[src/rtl/rgb_pwm_gen_pkg.sv]
// Shared LED constants and types, also used by the HSV-to-RGB converter.
package rgb_pwm_gen_pkg;

   localparam int DUTY_W = 8;
   localparam int CNT_W  = 8;
   localparam int PRE_W  = 16;

   typedef logic [DUTY_W-1:0] duty_t;
   typedef logic [CNT_W-1:0]  cnt_t;

   localparam cnt_t CNT_LAST = {CNT_W{1'b1}};

   function automatic logic pwm_level(input cnt_t cnt, input duty_t duty);
      return (cnt < duty);
   endfunction

endpackage

[src/rtl/rgb_pwm_gen_pwm_channel.sv]
// One PWM channel: shadow duty, active duty, compare against the period count, registered pin.
module pwm_channel
   import rgb_pwm_gen_pkg::*;
(
   input  logic              clk,
   input  logic              rst_n,
   input  logic              enable_i,
   input  logic              load_i,
   input  logic              in_valid_i,
   input  logic [DUTY_W-1:0] duty_i,
   input  logic [CNT_W-1:0]  cnt_i,
   output logic              pwm_o
);

   duty_t shadow_q, shadow_d;
   duty_t active_q, active_d;
   logic  pwm_q, pwm_d;

   // Next-state: incoming write beats the shadow when both land on a load edge.
   always_comb begin
      shadow_d = shadow_q;
      active_d = active_q;
      pwm_d    = 1'b0;
      if (in_valid_i) begin
         shadow_d = duty_i;
      end else begin
         shadow_d = shadow_q;
      end
      if (load_i) begin
         active_d = shadow_d;
      end else begin
         active_d = active_q;
      end
      // The old active duty is used on the wrap edge so the last step stays glitch-free.
      if (enable_i) begin
         pwm_d = pwm_level(cnt_i, active_q);
      end else begin
         pwm_d = 1'b0;
      end
   end

   // Channel state registers.
   always_ff @(posedge clk or negedge rst_n) begin
      if (!rst_n) begin
         shadow_q <= '0;
         active_q <= '0;
         pwm_q    <= 1'b0;
      end else begin
         shadow_q <= shadow_d;
         active_q <= active_d;
         pwm_q    <= pwm_d;
      end
   end

   assign pwm_o = pwm_q;

endmodule

[src/rtl/rgb_pwm_gen.sv]
// Three-channel RGB LED PWM generator with a shared prescaled timebase and
// period-aligned (double-buffered) duty updates.
module rgb_pwm_gen
   import rgb_pwm_gen_pkg::*;
#(
   parameter int PRESCALE = 128
) (
   input  logic       clk,
   input  logic       rst_n,
   input  logic       enable,
   input  logic       in_valid,
   input  logic [7:0] red_in,
   input  logic [7:0] green_in,
   input  logic [7:0] blue_in,
   output logic       pwm_r,
   output logic       pwm_g,
   output logic       pwm_b,
   output logic       period_start,
   output logic       update_pending
);

   localparam logic [PRE_W-1:0] PRE_LAST = PRE_W'(PRESCALE - 1);

   logic [PRE_W-1:0] p_q, p_d;
   cnt_t             c_q, c_d;
   logic             ps_q, ps_d;
   logic             pend_q, pend_d;
   logic             step_s;
   logic             wrap_s;
   logic             load_s;

   assign step_s = (p_q == PRE_LAST);
   assign wrap_s = enable & step_s & (c_q == CNT_LAST);
   // While stopped the active duty tracks the shadow continuously.
   assign load_s = ~enable | wrap_s;

   // Timebase, period marker and pending-write flag next-state.
   always_comb begin
      p_d    = p_q;
      c_d    = c_q;
      ps_d   = 1'b0;
      pend_d = pend_q;
      if (!enable) begin
         p_d = '0;
         c_d = '0;
      end else if (step_s) begin
         p_d = '0;
         c_d = c_q + 8'd1;
      end else begin
         p_d = p_q + 16'd1;
         c_d = c_q;
      end
      ps_d = enable & (p_q == 16'd0) & (c_q == 8'd0);
      if (load_s) begin
         pend_d = 1'b0;
      end else if (in_valid) begin
         pend_d = 1'b1;
      end else begin
         pend_d = pend_q;
      end
   end

   // Timebase and status registers.
   always_ff @(posedge clk or negedge rst_n) begin
      if (!rst_n) begin
         p_q    <= '0;
         c_q    <= '0;
         ps_q   <= 1'b0;
         pend_q <= 1'b0;
      end else begin
         p_q    <= p_d;
         c_q    <= c_d;
         ps_q   <= ps_d;
         pend_q <= pend_d;
      end
   end

   assign period_start   = ps_q;
   assign update_pending = pend_q;

   pwm_channel u_ch_r (
      .clk        (clk),
      .rst_n      (rst_n),
      .enable_i   (enable),
      .load_i     (load_s),
      .in_valid_i (in_valid),
      .duty_i     (red_in),
      .cnt_i      (c_q),
      .pwm_o      (pwm_r)
   );

   pwm_channel u_ch_g (
      .clk        (clk),
      .rst_n      (rst_n),
      .enable_i   (enable),
      .load_i     (load_s),
      .in_valid_i (in_valid),
      .duty_i     (green_in),
      .cnt_i      (c_q),
      .pwm_o      (pwm_g)
   );

   pwm_channel u_ch_b (
      .clk        (clk),
      .rst_n      (rst_n),
      .enable_i   (enable),
      .load_i     (load_s),
      .in_valid_i (in_valid),
      .duty_i     (blue_in),
      .cnt_i      (c_q),
      .pwm_o      (pwm_b)
   );

endmodule

[config.mk]
export PLATFORM = sky130hd
export DESIGN_NAME = rgb_pwm_gen
export DESIGN_NICKNAME = d
export VERILOG_FILES = /design/src/rtl/rgb_pwm_gen_pkg.sv /design/src/rtl/rgb_pwm_gen_pwm_channel.sv /design/src/rtl/rgb_pwm_gen.sv
export SDC_FILE = /design/constraint.sdc
export NUM_CORES = 1
export LEC_CHECK = 0
export ABC_AREA = 1
export CORE_MARGIN = 2
export CORE_UTILIZATION = 40
export DETAILED_ROUTE_END_ITERATION = 10
export HOLD_SLACK_MARGIN = 0.08
export PLACE_DENSITY = 0.63
export SYNTH_ARGS = -nofsm -noshare
export SYNTH_HDL_FRONTEND = slang
export SYNTH_HIERARCHICAL = 1
export SYNTH_SLANG_ARGS = --single-unit
export TNS_END_PERCENT = 100
[constraint.sdc]
create_clock -name clk -period 4.35 [get_ports clk]
set_clock_uncertainty 0.05 [all_clocks]
set_input_delay 0.435 -clock clk [delete_from_list [all_inputs] [get_ports clk]]
set_output_delay 0.435 -clock clk [all_outputs]
set_load 0.05 [all_outputs]
* Yosys cells after proc, flatten, opt, wreduce, memory -nomap -nowiden *
Cells that the tools add are included.

storage, ports and cells
  output and inout bits = 5
  register bits = 77
  logic and storage cells = 42

operators by class
  add/sub/neg operators = 2
  $lt $le $gt $ge = 3
  reductions and logical operators = 3
  muxes and demuxes = 12
  eq/ne operators = 3
  bitwise gates (word level) = 6

operators by type and width
  operator               number
  $mux 8                 5
  $mux 16                2
  $lt 8x8->1             3
  $add 16x1->16 const B  1
  $eq 16x7->1 const B    1
  $logic_not 16->1       1
  $add 8x1->8 const B    1
  $eq 8x8->1 const B     1
  $logic_not 8->1        1
  $mux 1                 5
  $and 1x1->1            4
  $ne 2x1->1 const B     1
  $reduce_bool 2->1      1
  $not 1->1              1
  $or 1x1->1             1

* Depth between registers and ports, before layout *
Gate-level depths: netlist of run 1.

  depth in word-level cells = 5
  gate-level depth with buffers = 10

* Cells and area by module *
Netlist of run 1, hierarchy kept.

by module, submodules not included
  module       instances  cells an instance  seq. area each (um2)  area each (um2)
  pwm_channel  3          91                 425.4                 815.8
  rgb_pwm_gen  1          214                650.6                 1555.2

* Worst setup path before layout of run 1 *
No wires, ideal clock.

  path type = register -> register
  start point = reg p_q[0]
  end point = reg u_ch_b.active_q[1]
  data arrival time = 1670 ps
  setup time = 131 ps
  required time = 4169 ps
  setup slack = 2499 ps
  cell stages (with the launch flop) = 9
  path buffers = 2
  period minus slack after synthesis = 1851 ps
  cell sequence = dfrtp_1 -> ha_1 -> nand3_1 -> nor2_2 -> nand2_2 -> buf_6 -> o21bai_4 -> clkbuf_1 -> o21ai_0

on the way
  longest elaborated chain between the ends = 4

RTL lines
  element                   line                           source
  start: declaration        rgb_pwm_gen.sv:24              logic [PRE_W-1:0] p_q, p_d;
  start signal: assignment  rgb_pwm_gen.sv:71              p_q <= p_d;
  $eq 16x7->1               rgb_pwm_gen.sv:32              assign step_s = (p_q == PRE_LAST);
  $and 1x1->1 (2 in a row)  rgb_pwm_gen.sv:33              assign wrap_s = enable & step_s & (c_q == CNT_LAST);
  $or 1x1->1                rgb_pwm_gen.sv:35              assign load_s = ~enable | wrap_s;
  net load_s                rgb_pwm_gen.sv:30              logic load_s;
  end signal: assignment    rgb_pwm_gen_pwm_channel.sv:50  active_q <= active_d;
  end: declaration          rgb_pwm_gen_pwm_channel.sv:16  duty_t active_q, active_d;

The timed path passes the listed nets, and every way through them passes these cells.
A chain may end at the register's enable or synchronous reset.

* Worst setup path after layout of run 1 *
  start point = in enable
  end point = reg u_ch_r.active_q[0]

on the way
  longest elaborated chain between the ends = 3
  elaborated cells on any way between the ends = 4

RTL lines
  element                   line                           source
  start: declaration        rgb_pwm_gen.sv:10              input logic enable,
  $and 1x1->1 (2 in a row)  rgb_pwm_gen.sv:33
  $or 1x1->1 *              rgb_pwm_gen.sv:35
  net load_s                rgb_pwm_gen.sv:30
  end signal: assignment    rgb_pwm_gen_pwm_channel.sv:50
  end: declaration          rgb_pwm_gen_pwm_channel.sv:16

The timed path passes the listed nets; every way through them passes the cells marked *.

==> summary.md, run 1 <==
| Metric | Value |
|---|---|
| Slew @ Worst Pin | 971 ps |
| Max cap viols | 0 |
| Max Slew Vio Count | 0 |
| Critical path type | input pin to register |
| Final setup violation count | 0 |
| CP max stage cell | clkdlybuf4s50_1 |
| Max IR drop VDD | 122 uV |
| Post-DP HPWL | 5310 um |
| Commonest cells post-synth | 125 x nand2_1, 77 x dfrtp_1, 76 x inv_1, 52 x nor2_1, 41 x o21ai_0 |
| Vias per cell | 4.60 |
| Top-count cell post-synth | nand2_1 |
| Pwr Density | 331 nW/um^2 |
| Die ar. | 10800 um^2 |
| CTS clk-pin slew, worst paths | 80 ps |
| Iteration count of the initial detailed-routing pass | 4 |
| CTS tree | done |
| Cell row count | 36 |
| Leakage power | 0.00225 uW |
| Total clock sinks | 77 |
| Cell area after layout | 4600 um^2 |
| Iter 0 DRT Violations | 103 |
| Post-Layout Cell Count | 657 |
| Worst setup EP type | register |
| ANT nets after route | 0 |
| Vias | 3025 |
| First-pass GRT wire length | 13500 um |
| Crit-path cells | clkdlybuf4s50_1 -> inv_1 -> o21bai_4 -> mux2_2 |
| Crit path max fanout | 46 |
| Filler Cells Inserted | 947 |
| Clock buffer depth | 2 |
| Register area | 1930 um^2 |
| Synth Register Bits | 77 |
| Post-CTS Repair Setup Buffers | 0 |
| Tmin final | 2470 ps |
| Cts hold-fix bufs | 0 |
| Hold Vio Cnt, Final | 0 |
| Post-synth EDFFs | 0 |
| Post-synth cell types | 27 |
| Die W | 104 um |
| Synth warnings | 6 |
| Yosys top cell area share | 0.481 |
| Final worst path period share | 0.568 |
| CTS HTree Levels | 3 |
| DIE HEIGHT | 104 um |
| Syn Nets | 540 |
| Synth Area per Inst | 8.22 um^2 |
| Placed cells | 641 |
| Setup_tns | 0 ps |
| Placed Area | 4400 um^2 |
| Worst Hold Class | input pin to asynchronous set/reset pin |
| R2r setup slk | 1910 ps |
| Multi-input logic area | 1710 um^2 |
| Overflow after GRT | 0 |
| NumNets Final | 572 |
| Fmax | 0.404 GHz |
| Dominant synthesized flop cell | dfrtp_1 |
| Routed WL per cell | 11.6 um |
| Final wirelength | 7630 um |
| Slew HR | 0.353 |
| Share of cells above drive strength 1 | 0.0744 |
| Post-synthesis sequential area ratio | 0.481 |
| Post-Syn Area | 4000 um^2 |
| Total power | 1520 uW |
| Core area | 9730 um^2 |
| Worst r2r src | p_q[0] |
| IO Count | 33 |
| Unrepaired setup endpoints after global routing | no |
| Synthesis-to-layout area growth | 14.9% |
| Launch point of the worst path | enable |
| Critical path arrival | 2660 ps |
| Worst-skew pair later-pin latency | 350 ps |
| Drc violations | 0 |
| Initial antenna violation count | 0 |
| Async SR Flop Fraction | 1.00 |
| R2R Path End | u_ch_r/active_q[0] |
| Post-CTS sizing | 0 |
| Status | complete, no violations |
| Critical Path RT | 4540 ps |
| Largest net degree at the start of global routing | 78 |
| Antenna cells | 0 |
| Vias in the first global route | 2932 |
| R2r worst-path depth | 6 |
| Port-buffer cells | 32 |
| GRT Overall Usage | 0.153 |
| Fin Hold WS | 142 ps |
| Cell accounting for the most synthesized area | dfrtp_1 |
| Max incr delay on CP | 740 ps |
| Root buffer cell | clkbuf_8 |
| GPL Wtd Cong | 0.851 |
| Synth area leaders | dfrtp_1 48%, nand2_1 12%, ha_1 7.8% |
| CTS Buf Count | 9 |
| Starting Density | 0.411 |
| Startpoint Class | input pin |
| Mapped Cells | 487 |
==> cells in the final DEF, fill, tap and decap left out <==
cell / Yosys / routed
o21ai_0: 41 / 41
dfrtp_1: 77 / 77
nand3_2: 1 / 1
a21oi_1: 13 / 13
buf_4: 0 / 1
clkbuf_1: 4 / 1
nor3_1: 5 / 5
mux2_2: 3 / 3
a31oi_1: 1 / 1
clkbuf_8: 0 / 10
nor2_1: 52 / 52
o21ai_2: 9 / 9
xor2_1: 6 / 6
clkdlybuf4s50_1: 0 / 30
nor2_2: 3 / 3
a211oi_1: 1 / 1
nand2_1: 125 / 125
inv_1: 76 / 76
nand4_1: 3 / 3
ha_1: 25 / 25
o21bai_1: 3 / 3
bufinv_16: 0 / 1
nor4b_1: 1 / 1
nand2_2: 4 / 4
inv_2: 1 / 1
clkinvlp_4: 0 / 2
inv_6: 0 / 1
buf_2: 2 / 1
o21bai_4: 1 / 1
nor3b_1: 2 / 2
nand3_1: 22 / 22
and2_1: 1 / 1
clkinv_2: 0 / 1
==> worst max-delay path, delay by kind of cell <==
family	cells	cell delay (ps)
buffers and inverters	2	1310
AO/OA/AOI/OAI	1	470
multiplexers	1	410
==> layer usage <==
metal	wire length [um]	track usage	vias up
met3	236	0.0263	8
met2	3580	0.236	39
met5	0	0	-
li1	-	-	1593
met4	128	0.0753	0
met1	3680	0.208	1385
==> kinds of logic after synthesis <==
| group | after synthesis | share of synthesized area |
|---|---|---|
| AO/OA/AOI/OAI | 69 | 0.101 |
| XOR/XNOR | 6 | 0.0131 |
| adder cells (fa/ha/maj) | 25 | 0.0781 |
| buffers and inverters | 88 | 0.0925 |
| flip-flops | 77 | 0.481 |
| multiplexers | 3 | 0.00844 |
| AND/OR/NAND/NOR | 219 | 0.225 |
==> through the flow <==
stage / setup WS (ps) / util
2_1_floorplan: 2500 / -
3_3_place_gp: 1540 / 0.452
3_5_place_dp: 1500 / 0.452
4_1_cts: 1870 / 0.473
5_1_grt: 1690 / 0.473
6_report: 1880 / 0.473
==> sequential cells by signal, indices dropped and copies added (netlist names) <==
signal,cells
p_q,16
c_q,8
u_ch_b/active_q,8
u_ch_b/shadow_q,8
u_ch_g/active_q,8
u_ch_g/shadow_q,8
u_ch_r/active_q,8
u_ch_r/shadow_q,8
period_start,1
u_ch_b/pwm_o,1
u_ch_g/pwm_o,1
u_ch_r/pwm_o,1
update_pending,1
==> final cells by class <==
cell class	instances	share of cell area
clock buffers	11	0.0307
clock inverters	5	0.0128
inverters	77	0.0628
multi-input cells	322	0.371
flip-flops and latches	77	0.419
well taps	133	0.0362
repair buffers	32	0.0680
==> where the power goes <==
part	leakage, uW	internal (uW)	switching (uW)
registers	0.000981	768	18.5
clock network	0.0000959	282	262
logic	0.00117	75.4	119
total	0.00225	1120	399
==> how the worst max path moves through the flow <==
stage	end	slack, ps	depth (start not counted)
after floorplan	u_ch_b/active_q[1]	2500	8
after global placement	u_ch_r/active_q[0]	1540	4
after detailed placement	u_ch_r/active_q[0]	1500	4
after CTS	u_ch_r/active_q[0]	1870	6
after global routing	u_ch_b/active_q[0]	1690	6
final	u_ch_r/active_q[0]	1880	4
(Power assumes the default switching activity.)
==> run 2, diff against run 1 <==
PLACE_DENSITY = 0.65   (was 0.63)
clock period = 1.99 ns   (was 4.35 ns; I/O delays follow)
==> run 2 against run 1 <==
Total power rose by 140%. Sequential power rose by 120%. Non-clock buffer count rose by 19. Global-route usage rose by 1.2 points. Final cell count rose by 2.9%. Setup slack got worse by 1700 ps. Utilization rose by 2.1 points. Largest cell class unchanged.
==> summary.md, run 2 (synthesis gave the netlist of run 1 again) <==
| Metric | Value |
|---|---|
| Final setup violation count | 0 (unchanged) |
| Die ar. | 10800 um^2 (unchanged) |
| Reg power frac | 0.470 (-0.046) |
| Pwr Density | 757 nW/um^2 (+130%) |
| Drc violations | 0 (unchanged) |
| GRT Overall Usage | 0.164 (+0.0115) |
| IO Count | 33 (unchanged) |
| Antenna cells | 0 (unchanged) |
| Most common cell after layout, fill and taps aside | nand2_1 |
| Starting Density | 0.411 (unchanged) |
| Met3 usage | 0.0238 (-0.00251) |
| P_int | 2730 uW (+140%) |
| Largest Register | p_q |
| Clock buffer depth | 2 (unchanged) |
| CTS clk-pin slew, worst paths | 80 ps (about the same) |
| Final wirelength | 8170 um (+7.1%) |
| Layer with the highest usage | met2 |
| Critical path arrival | 2000 ps (-660 ps) |
| Tmin final | 1800 ps |
| Post-CTS Repair Setup Buffers | 0 (unchanged) |
| CP max stage cell | mux2_2 |
| Comb power frac | 0.126 (-0.002) |
| Sw Share | 0.249 (-0.0131) |
| Worst setup EP type | register |
| Grt met2 use | 0.273 (+0.0371) |
| Share of cells above drive strength 1 | 0.105 (+0.0305) |
| Slew @ Worst Pin | 559 ps (-412 ps) |
| Commonest cells after routing, fill and taps aside | 125 x nand2_1, 77 x dfrtp_1, 76 x inv_1 |
| Vias in the first global route | 3114 (+6.2%) |
| Crit-path cells | ha_1 -> nand3_1 -> nor2_2 -> nand2_2 -> o21bai_4 -> mux2_2 |
| Core area | 9730 um^2 (unchanged) |
| Worst Hold Class | input pin to asynchronous set/reset pin |
| Startpoint Class | register |
| Unrepaired setup endpoints after global routing | no |
| Slew HR | 0.628 (+0.275) |
| CTS tree | done |
| Hold Vio Cnt, Final | 0 (unchanged) |
| Clock share of power | 0.403 (+0.046) |
| Synthesis-to-layout area growth | 20.2% |
| CTS HTree Levels | 3 (unchanged) |
| Vias | 3143 (+3.9%) |
| Top Family by Delay on Critical Path | simple AND/OR/NAND/NOR gates |
| Iter 0 DRT Violations | 196 (+90%) |
| Max Slew Vio Count | 0 (unchanged) |
| CTS Buf Count | 9 (unchanged) |
| Root buffer cell | clkbuf_8 |
| Port-buffer cells | 32 (unchanged) |
| Die W | 104 um (unchanged) |
| First-pass GRT wire length | 14400 um (+6.6%) |
| Initial antenna violation count | 0 (unchanged) |
| Critical Path RT | 2190 ps (-2350 ps) |
| ANT nets after route | 0 (unchanged) |
| Leakage power | 0.00238 uW (+5.5%) |
| Iteration count of the initial detailed-routing pass | 4 (unchanged) |
| NumNets Final | 591 (+3.3%) |
| Max reg flops | 16 (unchanged) |
| Overflow after GRT | 0 (unchanged) |
| Post-Layout Cell Count | 676 (+2.9%) |
| Largest net degree at the start of global routing | 36 (-54%) |
| Vias per cell | 4.65 (+0.98%) |
| Total clock sinks | 77 (unchanged) |
| Fmax | 0.554 GHz |
| Post-DP HPWL | 5860 um (+10%) |
| Critical path type | register to register |
| DIE HEIGHT | 104 um (unchanged) |
| Cell row count | 36 (unchanged) |
| Max incr delay on CP | 380 ps (-360 ps) |
| Buf/Inv on CP | 0 (-2) |
| Sw power | 906 uW (+130%) |
| Final worst path period share | 0.907 |
| Routed WL per cell | 12.1 um (+4.1%) |
| Placed cells | 659 (+2.8%) |
| GPL Wtd Cong | 0.833 (-2.1%) |
| Worst-skew pair later-pin latency | 360 ps (about the same) |
| Met1 Use GR | 0.207 (-0.000685) |
| Status | complete, no violations |
| Max IR drop VDD | 390 uV (+220%) |
| Crit path max fanout | 8 (-83%) |
| Max cap viols | 0 (unchanged) |
| Setup_tns | 0 ps (unchanged) |
==> run 2: worst register-to-register path: stages, from the launching register on <==
cell      delay, ps
dfrtp_1         370
ha_1            220
nand3_1         160
nor2_2          170
nand2_2          80
o21bai_4        270
mux2_2          380
==> run 2: metal layers <==
layer	part of all wire	vias to the layer above
met2	0.48	47
li1	-	1629
met5	0	-
met3	0.036	9
met4	0.018	0
met1	0.47	1458
==> run 2: worst paths after layout <==
check                      startpoint            endpoint  slack [ps]  depth (start not counted)
setup / recovery               p_q[0]  u_ch_r/active_q[0]         190                          6
hold / removal                  rst_n              p_q[9]         270                          2
setup reg to reg               p_q[0]  u_ch_r/active_q[0]         190                          6
hold reg to reg                p_q[0]              p_q[0]         410                          1
max in group asynchronous       rst_n              c_q[2]        1010                          3
min in group clk             in_valid  u_ch_b/shadow_q[3]         310                          3
==> run 2: layout make-up <==
| class | count | area, um^2 |
|---|---|---|
| Clock buffer | 11 | 141 |
| Clock inverter | 5 | 106 |
| Fill cell | 932 | 4920 |
| Inverter | 77 | 289 |
| Multi-Input combinational cell | 322 | 1710 |
| Sequential cell | 77 | 1930 |
| Tap cell | 133 | 166 |
| Timing Repair Buffer | 51 | 474 |
==> run 2: metrics by stage <==
| step | hold slack [ps] | util | cell area (um^2) | setup WS [ps] | total power, uW |
|---|---|---|---|---|---|
| 2_1_floorplan | -147 | - | 4000 | 139 | 2020 |
| 3_3_place_gp | 127 | 0.467 | 4550 | 245 | 2190 |
| 3_5_place_dp | 131 | 0.467 | 4550 | 193 | 2210 |
| 4_1_cts | 283 | 0.494 | 4810 | 151 | 3680 |
| 5_1_grt | 339 | 0.494 | 4810 | 17.5 | 3820 |
| 6_report | 275 | 0.494 | 4810 | 185 | 3640 |
==> run 2: power groups by stage <==
stage          Sequential [uW]  Clock, uW  Combinational, uW
6_report                  1710       1470                460
5_1_grt                   1720       1560                532
4_1_cts                   1710       1500                469
3_5_place_dp              1740          0                463
3_3_place_gp              1740          0                445
2_1_floorplan             1770          0                248
==> run 2: what timing repair did <==
action                                 CTS  global route
hold buffers                             1             0
gates resized for setup                  0             1
endpoints found under the hold margin   33             0
setup endpoints to repair                0             2
==> run 3, diff against run 2 <==
CORE_UTILIZATION = 52   (was 40)
PLACE_DENSITY = 0.8   (was 0.65)
==> run 3 against run 2 <==
Clock power down 26%. Routed wire length down 2.0%. Cell area down 2.5%. Die area down 22%. Utilization up 14 points. Final cell count down 5.2%. Non-clock buffer count down 1. Critical path type is now register to output port. Highest routed layer unchanged.
==> summary.md, run 3 (synthesis gave the netlist of run 1 again) <==
| Metric | Value |
|---|---|
| GPL Wtd Cong | 0.877 (+5.3%) |
| NumNets Final | 590 (-0.17%) |
| DIE HEIGHT | 91.7 um (-12%) |
| Die W | 91.7 um (-12%) |
| Setup_tns | 0 ps (unchanged) |
| Final worst path period share | 0.892 (-0.0147) |
| Worst-skew pair later-pin latency | 360 ps (about the same) |
| Commonest cells after routing, fill and taps aside | 125 x nand2_1, 77 x dfrtp_1, 76 x inv_1 |
| Startpoint Class | register |
| Worst setup EP type | output port |
| Unrepaired setup endpoints after global routing | no |
| Port-buffer cells | 32 (unchanged) |
| Slew HR | 0.590 (-0.0380) |
| Crit path max fanout | 2 (-6) |
| Multi-input logic area | 1710 um^2 (unchanged) |
| Vias in the first global route | 3062 (-1.7%) |
| Max reg flops | 16 (unchanged) |
| Max incr delay on CP | 810 ps (+430 ps) |
| Vias | 3211 (+2.2%) |
| Antenna cells | 0 (unchanged) |
| Crit-path cells | clkdlybuf4s50_1 |
| GRT Overall Usage | 0.207 (+0.0424) |
| Share of cells above drive strength 1 | 0.105 (+0.000194) |
| Tmin final | 1780 ps (-29.2 ps) |
| R2r worst-path depth | 6 (unchanged) |
| Status | complete, no violations |
| Hold Vio Cnt, Final | 0 (unchanged) |
| Root buffer cell | clkbuf_8 |
| Routed WL per cell | 12.5 um (+3.3%) |
| Worst Hold Class | input pin to asynchronous set/reset pin |
| CTS tree | done |
| Register area | 1930 um^2 (unchanged) |
| Placed cells | 624 (-5.3%) |
| Buf/Inv on CP | 1 (+1) |
| Post-CTS sizing | 0 (unchanged) |
| CTS HTree Levels | 3 (unchanged) |
| Worst r2r src | p_q[1] |
| Clock buffer depth | 2 (unchanged) |
| Most common cell after layout, fill and taps aside | nand2_1 |
| Critical Path RT | 1740 ps (-450 ps) |
| Leakage power | 0.00235 uW (-1.2%) |
| CTS Buf Count | 9 (unchanged) |
| CTS clk-pin slew, worst paths | 90 ps (about the same) |
| Core area | 7370 um^2 (-24%) |
| Cts hold-fix bufs | 1 (unchanged) |
| Max IR drop VDD | 310 uV (-20%) |
| Iter 0 DRT Violations | 169 (-14%) |
| Post-Layout Cell Count | 641 (-5.2%) |
| Cell row count | 31 (-14%) |
| Max cap viols | 0 (unchanged) |
| Iteration count of the initial detailed-routing pass | 5 (+1) |
| Largest Register | p_q |
| Largest net degree at the start of global routing | 43 (+19%) |
| Total clock sinks | 77 (unchanged) |
| Vias per cell | 5.01 (+7.7%) |
| Die ar. | 8420 um^2 (-22%) |
| Overflow after GRT | 0 (unchanged) |
| Initial antenna violation count | 0 (unchanged) |
| Filler Cells Inserted | 600 (-36%) |
| Final wirelength | 8000 um (-2.0%) |
| Critical path arrival | 1530 ps (-470 ps) |
| Drc violations | 0 (unchanged) |
| ANT nets after route | 0 (unchanged) |
| R2r setup slk | 240 ps (+50 ps) |
| Fmax | 0.563 GHz (+1.6%) |
| Max Slew Vio Count | 0 (unchanged) |
| Post-DP HPWL | 5660 um (-3.4%) |
| Top Family by Delay on Critical Path | buffers and inverters |
| IO Count | 33 (unchanged) |
| Synthesis-to-layout area growth | 17.2% |
| Pwr Density | 697 nW/um^2 (-7.9%) |
| Post-CTS Repair Setup Buffers | 0 (unchanged) |
| Slew @ Worst Pin | 616 ps (+57.0 ps) |
| R2R Path End | u_ch_b/active_q[0] |
| Critical path type | register to output port |
| First-pass GRT wire length | 13700 um (-4.4%) |
| CP max stage cell | clkdlybuf4s50_1 |
| Final setup violation count | 0 (unchanged) |
| Starting Density | 0.543 (+0.132) |
## run 3: cell types whose count changed in the layout (fill, tap and decap cells not counted), sizes merged
cell,delta
clkinv,+4
clkbuf,-1
inv,+1
clkinvlp,-1
bufinv,-3
buf,-1
## run 3: layer usage
metal / share of wire / track usage / up-vias
met5: 0 / 0 / -
met4: 0.020 / 0.0958 / 0
met3: 0.052 / 0.0477 / 16
met2: 0.47 / 0.326 / 82
met1: 0.46 / 0.272 / 1480
li1: - / - / 1633
## run 3: per-stage QoR
stage	setup slack [ps]	util	power, uW	instance area [um^2]	hold slack, ps
after floorplan	139	-	2020	4000	-147
after global placement	305	0.610	2180	4500	125
after detailed placement	259	0.610	2210	4500	126
after CTS	201	0.637	3300	4690	289
after global routing	81.4	0.637	3450	4690	322
final	214	0.637	3270	4690	283
## run 3: area by class of cell
cell class | count | area share
Clock buffer | 10 | 0.0293
Clock inverter | 6 | 0.00960
Inverter | 77 | 0.0616
Multi-Input combinational cell | 322 | 0.364
Sequential cell | 77 | 0.411
Tap cell | 99 | 0.0264
Timing Repair Buffer | 50 | 0.0987
## run 3: report_power, final
group          total, uW  internal [uW]  switching, uW
Clock               1090            495            599
Sequential          1710           1680           36.9
Combinational        461            183            278
## run 3: worst max-delay path by stage
stage,startpoint,endpoint,slack [ps],depth (start not counted)
detailed placement,p_q[1],u_ch_r/active_q[0],260,6
finish,update_pending,update_pending,210,1
global route,p_q[1],u_ch_r/active_q[6],80,8
floorplan,p_q[0],u_ch_b/active_q[1],140,8
CTS,update_pending,update_pending,200,1
global placement,p_q[0],u_ch_b/active_q[0],300,6
